### src/rtl/rs232_pkg.sv
// Shared types and helpers for the configurable RS-232 transmitter.
// Frame FSM states, parity mode codes and the baud increment calculation.
package rs232_pkg;

    typedef enum logic [2:0] {
        S_IDLE,
        S_BREAK,
        S_START,
        S_DATA,
        S_PARITY,
        S_STOP1,
        S_STOP2
    } state_t;

    localparam logic [2:0] PAR_NONE  = 3'd0;
    localparam logic [2:0] PAR_EVEN  = 3'd1;
    localparam logic [2:0] PAR_ODD   = 3'd2;
    localparam logic [2:0] PAR_MARK  = 3'd3;
    localparam logic [2:0] PAR_SPACE = 3'd4;

    // Rounded fractional increment; 64-bit to keep the shift exact.
    function automatic int unsigned baud_inc(
        input longint unsigned clk_f,
        input longint unsigned baud,
        input int              w
    );
        longint unsigned num;
        num = (baud << (w - 4)) + (clk_f >> 5);
        return int'(num / (clk_f >> 4));
    endfunction

endpackage

### src/rtl/rs232_tx_cfg_if.sv
// Producer-side handshake and per-frame format for the RS-232 transmitter.
// The master drives data/config/ready; the transmitter returns tx_accept.
interface rs232_tx_cfg_if #(
    parameter int MAX_DATA_BITS = 9
);
    logic [MAX_DATA_BITS-1:0] tx_datain;
    logic                     tx_datain_ready;
    logic                     tx_accept;
    logic [3:0]               cfg_data_bits;
    logic [2:0]               cfg_parity;
    logic                     cfg_stop2;

    modport master (
        output tx_datain,
        output tx_datain_ready,
        output cfg_data_bits,
        output cfg_parity,
        output cfg_stop2,
        input  tx_accept
    );

    modport slave (
        input  tx_datain,
        input  tx_datain_ready,
        input  cfg_data_bits,
        input  cfg_parity,
        input  cfg_stop2,
        output tx_accept
    );
endinterface

### src/rtl/rs232_baud_gen.sv
// Fractional baud accumulator; pulse marks the cycle the add carries out.
// Shared between transmitter and any future receiver.
module rs232_baud_gen #(
    parameter int          W   = 16,
    parameter int unsigned INC = 4096
) (
    input  logic clock,
    input  logic reset_neg,
    input  logic clr,
    input  logic en,
    output logic pulse
);
    localparam logic [W:0] INC_W = (W+1)'(INC);

    logic [W-1:0] acc;
    logic [W:0]   sum;

    assign sum   = {1'b0, acc} + INC_W;
    assign pulse = en & sum[W];

    always_ff @(posedge clock or negedge reset_neg) begin
        if (!reset_neg) begin
            acc <= '0;
        end else if (clr) begin
            acc <= '0;
        end else if (en) begin
            acc <= sum[W-1:0];
        end
    end
endmodule

### src/rtl/rs232_tx_cfg.sv
// Runtime-configurable RS-232 transmitter: 5..9 data bits, parity modes,
// 1/2 stop bits and break, serialised LSB first on a registered line.
module rs232_tx_cfg
    import rs232_pkg::*;
#(
    parameter int unsigned CLOCK_FREQ     = 100000000,
    parameter int unsigned BAUD_RATE      = 115200,
    parameter int          BAUD_ACC_WIDTH = 16,
    parameter int          MAX_DATA_BITS  = 9,
    parameter bit          REG_INPUT      = 1'b1
) (
    input  logic               clock,
    input  logic               reset_neg,
    input  logic               Present_Processing_Completed,
    rs232_tx_cfg_if.slave      txi,
    input  logic               tx_break,
    output logic               tx_transmitter,
    output logic               tx_transmitter_valid,
    output logic               tx_done
);
    localparam int unsigned INC =
        baud_inc(CLOCK_FREQ, BAUD_RATE, BAUD_ACC_WIDTH);
    localparam logic [3:0] MAXB = 4'(MAX_DATA_BITS);

    state_t                   state, state_n;
    logic [3:0]               idx, idx_n;
    logic [MAX_DATA_BITS-1:0] data_q, data_use, mask;
    logic [3:0]               nbits_q, nbits_c;
    logic [2:0]               par_q;
    logic                     stop2_q;
    logic                     accept, pulse, par_en, par_bit, line_c;
    logic                     in_frame, in_frame_n;

    assign txi.tx_accept = (state == S_IDLE);
    assign accept   = txi.tx_accept & txi.tx_datain_ready;
    assign data_use = REG_INPUT ? data_q : txi.tx_datain;
    assign in_frame   = !(state inside {S_IDLE, S_BREAK});
    assign in_frame_n = !(state_n inside {S_IDLE, S_BREAK});

    rs232_baud_gen #(
        .W   (BAUD_ACC_WIDTH),
        .INC (INC)
    ) u_baud (
        .clock     (clock),
        .reset_neg (reset_neg),
        .clr       (accept | Present_Processing_Completed),
        .en        (in_frame),
        .pulse     (pulse)
    );

    always_comb begin
        nbits_c = txi.cfg_data_bits;
        if (nbits_c < 4'd5) nbits_c = 4'd5;
        else if (nbits_c > MAXB) nbits_c = MAXB;
    end

    always_comb begin
        mask = '0;
        for (int i = 0; i < MAX_DATA_BITS; i++)
            mask[i] = (i < int'(nbits_q));
    end

    always_comb begin
        par_en  = 1'b1;
        par_bit = 1'b0;
        case (par_q)
            PAR_EVEN:  par_bit = ^(data_use & mask);
            PAR_ODD:   par_bit = ~^(data_use & mask);
            PAR_MARK:  par_bit = 1'b1;
            PAR_SPACE: par_bit = 1'b0;
            PAR_NONE:  par_en  = 1'b0;
            default:   par_en  = 1'b0;
        endcase
    end

    always_comb begin
        state_n = state;
        idx_n   = idx;
        case (state)
            S_IDLE: begin
                if (accept) begin
                    state_n = S_START;
                    idx_n   = '0;
                end else if (tx_break) begin
                    state_n = S_BREAK;
                end
            end
            S_BREAK:
                if (!tx_break) state_n = S_IDLE;
            S_START:
                if (pulse) state_n = S_DATA;
            S_DATA:
                if (pulse) begin
                    if (idx == nbits_q - 4'd1)
                        state_n = par_en ? S_PARITY : S_STOP1;
                    else
                        idx_n = idx + 4'd1;
                end
            S_PARITY:
                if (pulse) state_n = S_STOP1;
            S_STOP1:
                if (pulse) state_n = stop2_q ? S_STOP2 : S_IDLE;
            S_STOP2:
                if (pulse) state_n = S_IDLE;
            default: state_n = S_IDLE;
        endcase
    end

    always_comb begin
        line_c = 1'b1;
        case (state)
            S_BREAK, S_START: line_c = 1'b0;
            S_DATA:           line_c = data_use[idx];
            S_PARITY:         line_c = par_bit;
            default:          line_c = 1'b1;
        endcase
    end

    always_ff @(posedge clock or negedge reset_neg) begin
        if (!reset_neg) begin
            state                <= S_IDLE;
            idx                  <= '0;
            data_q               <= '1;
            nbits_q              <= 4'd8;
            par_q                <= PAR_NONE;
            stop2_q              <= 1'b0;
            tx_transmitter       <= 1'b1;
            tx_transmitter_valid <= 1'b0;
            tx_done              <= 1'b0;
        end else if (Present_Processing_Completed) begin
            state                <= S_IDLE;
            idx                  <= '0;
            data_q               <= '1;
            tx_transmitter       <= 1'b1;
            tx_transmitter_valid <= 1'b0;
            tx_done              <= 1'b0;
        end else begin
            state <= state_n;
            idx   <= idx_n;
            if (accept) begin
                data_q  <= txi.tx_datain;
                nbits_q <= nbits_c;
                par_q   <= txi.cfg_parity;
                stop2_q <= txi.cfg_stop2;
            end
            // Line lags the state by one clock so it is a clean flop output.
            tx_transmitter       <= line_c;
            tx_transmitter_valid <= in_frame_n;
            tx_done              <= in_frame && (state_n == S_IDLE);
        end
    end
endmodule

### src/flat_wrapper.sv
// flat-port wrapper written by rule: the top's interface ports become plain ports
module rs232_tx_cfg_flat import rs232_pkg::*;
#(
    parameter int unsigned CLOCK_FREQ     = 100000000,
    parameter int unsigned BAUD_RATE      = 115200,
    parameter int          BAUD_ACC_WIDTH = 16,
    parameter int          MAX_DATA_BITS  = 9,
    parameter bit          REG_INPUT      = 1'b1
)
  (clock, reset_neg, Present_Processing_Completed, tx_break, tx_transmitter, tx_transmitter_valid, tx_done, txi_tx_datain, txi_tx_datain_ready, txi_cfg_data_bits, txi_cfg_parity, txi_cfg_stop2, txi_tx_accept);
  rs232_tx_cfg_if #(.MAX_DATA_BITS(MAX_DATA_BITS)) txi_i ();
  input  logic clock;
  input  logic reset_neg;
  input  logic Present_Processing_Completed;
  input  logic tx_break;
  output logic tx_transmitter;
  output logic tx_transmitter_valid;
  output logic tx_done;
  input wire logic [$bits(txi_i.tx_datain)-1:0] txi_tx_datain;
  input wire logic [$bits(txi_i.tx_datain_ready)-1:0] txi_tx_datain_ready;
  input wire logic [$bits(txi_i.cfg_data_bits)-1:0] txi_cfg_data_bits;
  input wire logic [$bits(txi_i.cfg_parity)-1:0] txi_cfg_parity;
  input wire logic [$bits(txi_i.cfg_stop2)-1:0] txi_cfg_stop2;
  output wire logic [$bits(txi_i.tx_accept)-1:0] txi_tx_accept;
  assign txi_i.tx_datain = txi_tx_datain;
  assign txi_i.tx_datain_ready = txi_tx_datain_ready;
  assign txi_i.cfg_data_bits = txi_cfg_data_bits;
  assign txi_i.cfg_parity = txi_cfg_parity;
  assign txi_i.cfg_stop2 = txi_cfg_stop2;
  assign txi_tx_accept = txi_i.tx_accept;
  rs232_tx_cfg #(.CLOCK_FREQ(CLOCK_FREQ), .BAUD_RATE(BAUD_RATE), .BAUD_ACC_WIDTH(BAUD_ACC_WIDTH), .MAX_DATA_BITS(MAX_DATA_BITS), .REG_INPUT(REG_INPUT)) u_core (.clock(clock), .reset_neg(reset_neg), .Present_Processing_Completed(Present_Processing_Completed), .txi(txi_i), .tx_break(tx_break), .tx_transmitter(tx_transmitter), .tx_transmitter_valid(tx_transmitter_valid), .tx_done(tx_done));
endmodule
### config.mk
export PLATFORM = sky130hd
export DESIGN_NAME = rs232_tx_cfg_flat
export DESIGN_NICKNAME = d
export VERILOG_FILES = /design/src/rtl/rs232_pkg.sv /design/src/rtl/rs232_tx_cfg_if.sv /design/src/rtl/rs232_baud_gen.sv /design/src/rtl/rs232_tx_cfg.sv /design/src/flat_wrapper.sv
export SDC_FILE = /design/constraint.sdc
export NUM_CORES = 1
export LEC_CHECK = 0
export CORE_ASPECT_RATIO = 1.4
export CORE_MARGIN = 5
export CORE_UTILIZATION = 61
export DETAILED_ROUTE_END_ITERATION = 10
export GPL_ROUTABILITY_DRIVEN = 0
export HOLD_SLACK_MARGIN = 0.03
export PLACE_DENSITY = 0.95
export SLEW_MARGIN = 20
export SYNTH_ARGS = -nofsm -noshare
export SYNTH_HDL_FRONTEND = slang
export SYNTH_SLANG_ARGS = --single-unit
### constraint.sdc
create_clock -name clock -period 6.3 [get_ports clock]
set_input_delay 1.26 -clock clock [delete_from_list [all_inputs] [get_ports clock]]
set_output_delay 1.26 -clock clock [all_outputs]
set_load 0.01 [all_outputs]
==> metrics.cfg <==
[logic_synthesis]
synth_top_area_cell = dfrtp_1
synth_nets = 295
synthArstFlopShare_pct = 100.0
synth-seq-area-share_pct = 42.57
synthFlopType = dfrtp_1
synth-seq-cells = 43
yosysWarnings = 0
synth_area_mm2 = 0.002560
netlist_instances = 267
postSynthAreaPerCell_um2 = 9.588
synth_cell_types = 52
synth_edf_count = 0
synth_area_leaders = dfrtp_1 (31%), dfstp_2 (11%), xnor2_1 (5.5%), nor2_1 (3.5%), a21oi_1 (3.1%)
yosysTopAreaCellShare_pct = 31.28

[clock_tree]
clk-insertion-delay-late_ps = 300
clock_sinks = 43
cts_buffer_depth = 2
cts_root_buffer = clkbuf_8
cts-hold-fix-buffers = 0
cts.repair.resized = 0
cts_max_level = 2
post_cts_buffers = 0
cts.clk_slew.worst_paths_ps = 80
cts_buffers = 5
cts_tree = yes

[hold_path]
hold_start = u_core.data_q[7]
hold_class = reg -> reg
holdPathStages = 1
hold_end = u_core.data_q[7]

[global_routing]
grt.total_usage_pct = 22.18
grt_max_degree = 44
grt_pass1_wl_mm = 9.722
grt_use_met3_pct = 3.632
met1_usage_pct = 27.56
antenna_found_initial = 0
grt-busiest-layer = met2
grt_util_met2_pct = 36.96
grt_pass1_vias = 2121
gr-total-overflow = 0

[timing]
rsz0062_at_grt = no
tns_ps = 0
clock_skew_ps = 8.538
fin_crit_ps = 3144
finalSetupViolCount = 0
fmax_mhz = 318.0
slew_violations = 0
tightest_slew_ps = 913.5
final-hold-violation-count = 0
worst_slack_ps = 3156
period_share_pct = 49.91
slew_headroom_pct = 39.10

[route]
drc = 0
viasPerCell = 6.297
drtIter0Drc = 183
first_pass_iters = 4
vias = 2097
wirelength_mm = 5.529
wl_per_cell_um = 16.60
ant_nets = 0

[die]
dieArea_mm2 = 0.005611
coreArea_mm2 = 0.004134
die_x_um = 64.75
core.rowCount = 28
start_util_pct = 61.92
dieHeight_um = 86.65
pin_count = 26

[run]
maxCapViolations = 0

[layout]
diodes = 0
stdcell_area_mm2 = 0.002899
drive_above_1_share_pct = 12.15
finalCoreUtilization_pct = 70.13
syn_to_final_growth_pct = 13.25
nets = 315

[setup_path]
crit_path_end_kind = primary output
regToRegStartpoint = u_core.state[2]
critPathKind = reg -> out
r2r_end = u_core.u_baud.acc[15]
worst-r2r-cell-count = 6
path_cells = inv_1, nand2_1, nor2_1, clkdlybuf4s50_1
cp.required_ps = 5040
cp_slowest_stage_delay_ps = 570
crit_path_start_kind = register
crit_arrival_ps = 1880
slowest_stage = clkdlybuf4s50_1
worst-r2r-setup-slack_ps = 3710
crit_fanout = 10

[placement]
postPlaceCellArea_mm2 = 0.002814
port_buffers = 25
post-place-ws_ps = 3006
dp_hpwl_mm = 3.978

[status]
status = completed

[power]
finalPower_w = 0.0006386
ir_drop_uv = 155.8
pwr_density_cell_mw_per_mm2 = 220.3
leakagePower_nw = 1.103

-- Yosys cell counts, types with 4 or more instances --
cell,instances
nor2_1,24
nand3_1,8
o22a_1,8
ha_1,6
dfstp_2,11
clkbuf_1,10
xor2_1,8
nand4_1,4
xnor2_1,16
o211ai_1,5
dfrtp_1,32
a21oi_1,16
mux2_2,7
o21ai_0,15
or3_1,6
a211oi_1,4
mux2i_1,5
nand2_1,15
nor4_1,4
inv_1,12
nor3_1,5
-- worst max-delay path by stage --
stage	startpoint	to	slack, ps	depth (start not counted)
after floorplan	txi_tx_datain_ready	u_core.u_baud.acc[15]	3810	6
final	u_core.state[2]	txi_tx_accept	3160	4
after detailed placement	txi_tx_datain_ready	u_core.u_baud.acc[15]	3010	7
after global routing	u_core.state[1]	txi_tx_accept	3020	4
after global placement	txi_tx_datain_ready	u_core.u_baud.acc[15]	3100	7
after CTS	u_core.state[2]	txi_tx_accept	3160	4
-- state kept, by name, indices dropped and copies added, names as in the netlist --
signal and flops:
u_core.state 3, u_core.tx_done 1, u_core.data_q 9, u_core.idx 4, u_core.stop2_q 1, u_core.tx_transmitter 1, u_core.tx_transmitter_valid 1, u_core.nbits_q 4
u_core.par_q 3, u_core.u_baud.acc 16
-- report_power, final --
part	internal [W]	leakage (nW)	switching, W
clock	0.0000775	0.0412	0.0000961
combinational	0.0000653	0.520	0.0000721
sequential	0.000300	0.542	0.0000271
-- placed cells by master (no fill, tap or decap), drive strengths merged, types with 6 or more instances in the layout --
master / netlist / final
a21oi: 16 / 16
clkbuf: 10 / 6
clkdlybuf4s50: 0 / 24
dfrtp: 32 / 32
dfstp: 11 / 11
ha: 6 / 6
inv: 12 / 12
mux2: 7 / 7
nand2: 15 / 15
nand3: 9 / 9
nor2: 24 / 24
o21ai: 15 / 15
o22a: 8 / 8
or3: 6 / 6
xnor2: 16 / 16
xor2: 8 / 8
-- per-stage QoR --
step / hold WS [ps] / std cells
after floorplan: 493.5 / 267
after global placement: 518.3 / 325
after detailed placement: 528.0 / 325
after CTS: 543.3 / 333
after global routing: 559.4 / 333
final: 542.7 / 333
-- critical path: cells and delay by family (launching register included) --
| kind | cells | cell delay (ps) |
|---|---|---|
| flip-flops | 1 | 480 |
| AND/OR/NAND/NOR | 2 | 400 |
| buffers and inverters | 2 | 700 |
-- final cells by class --
class / instances / area, µm²
Multi-Input combinational cell: 200 / 1378
Fill cell: 305 / 1235
Sequential cell: 43 / 1090
Timing Repair Buffer: 25 / 245.2
Clock buffer: 6 / 72.57
Tap cell: 45 / 56.30
Inverter: 12 / 45.04
Clock inverter: 2 / 12.51
-- routing by layer --
metal	wire length (µm)	part of all wire (%)
met1	2279	41
met2	2912	53
met3	197	3.6
met4	140	2.5
met5	0	0
-- logic make-up after synthesis --
family          share of synthesized area (%)
flops                                   42.57
compound gates                          18.67
fa+ha+maj                               2.932
xor+xnor                                8.211
buf+inv                                 3.617
mux                                     5.914
simple gates                            18.08
(Power assumes the default switching activity.)
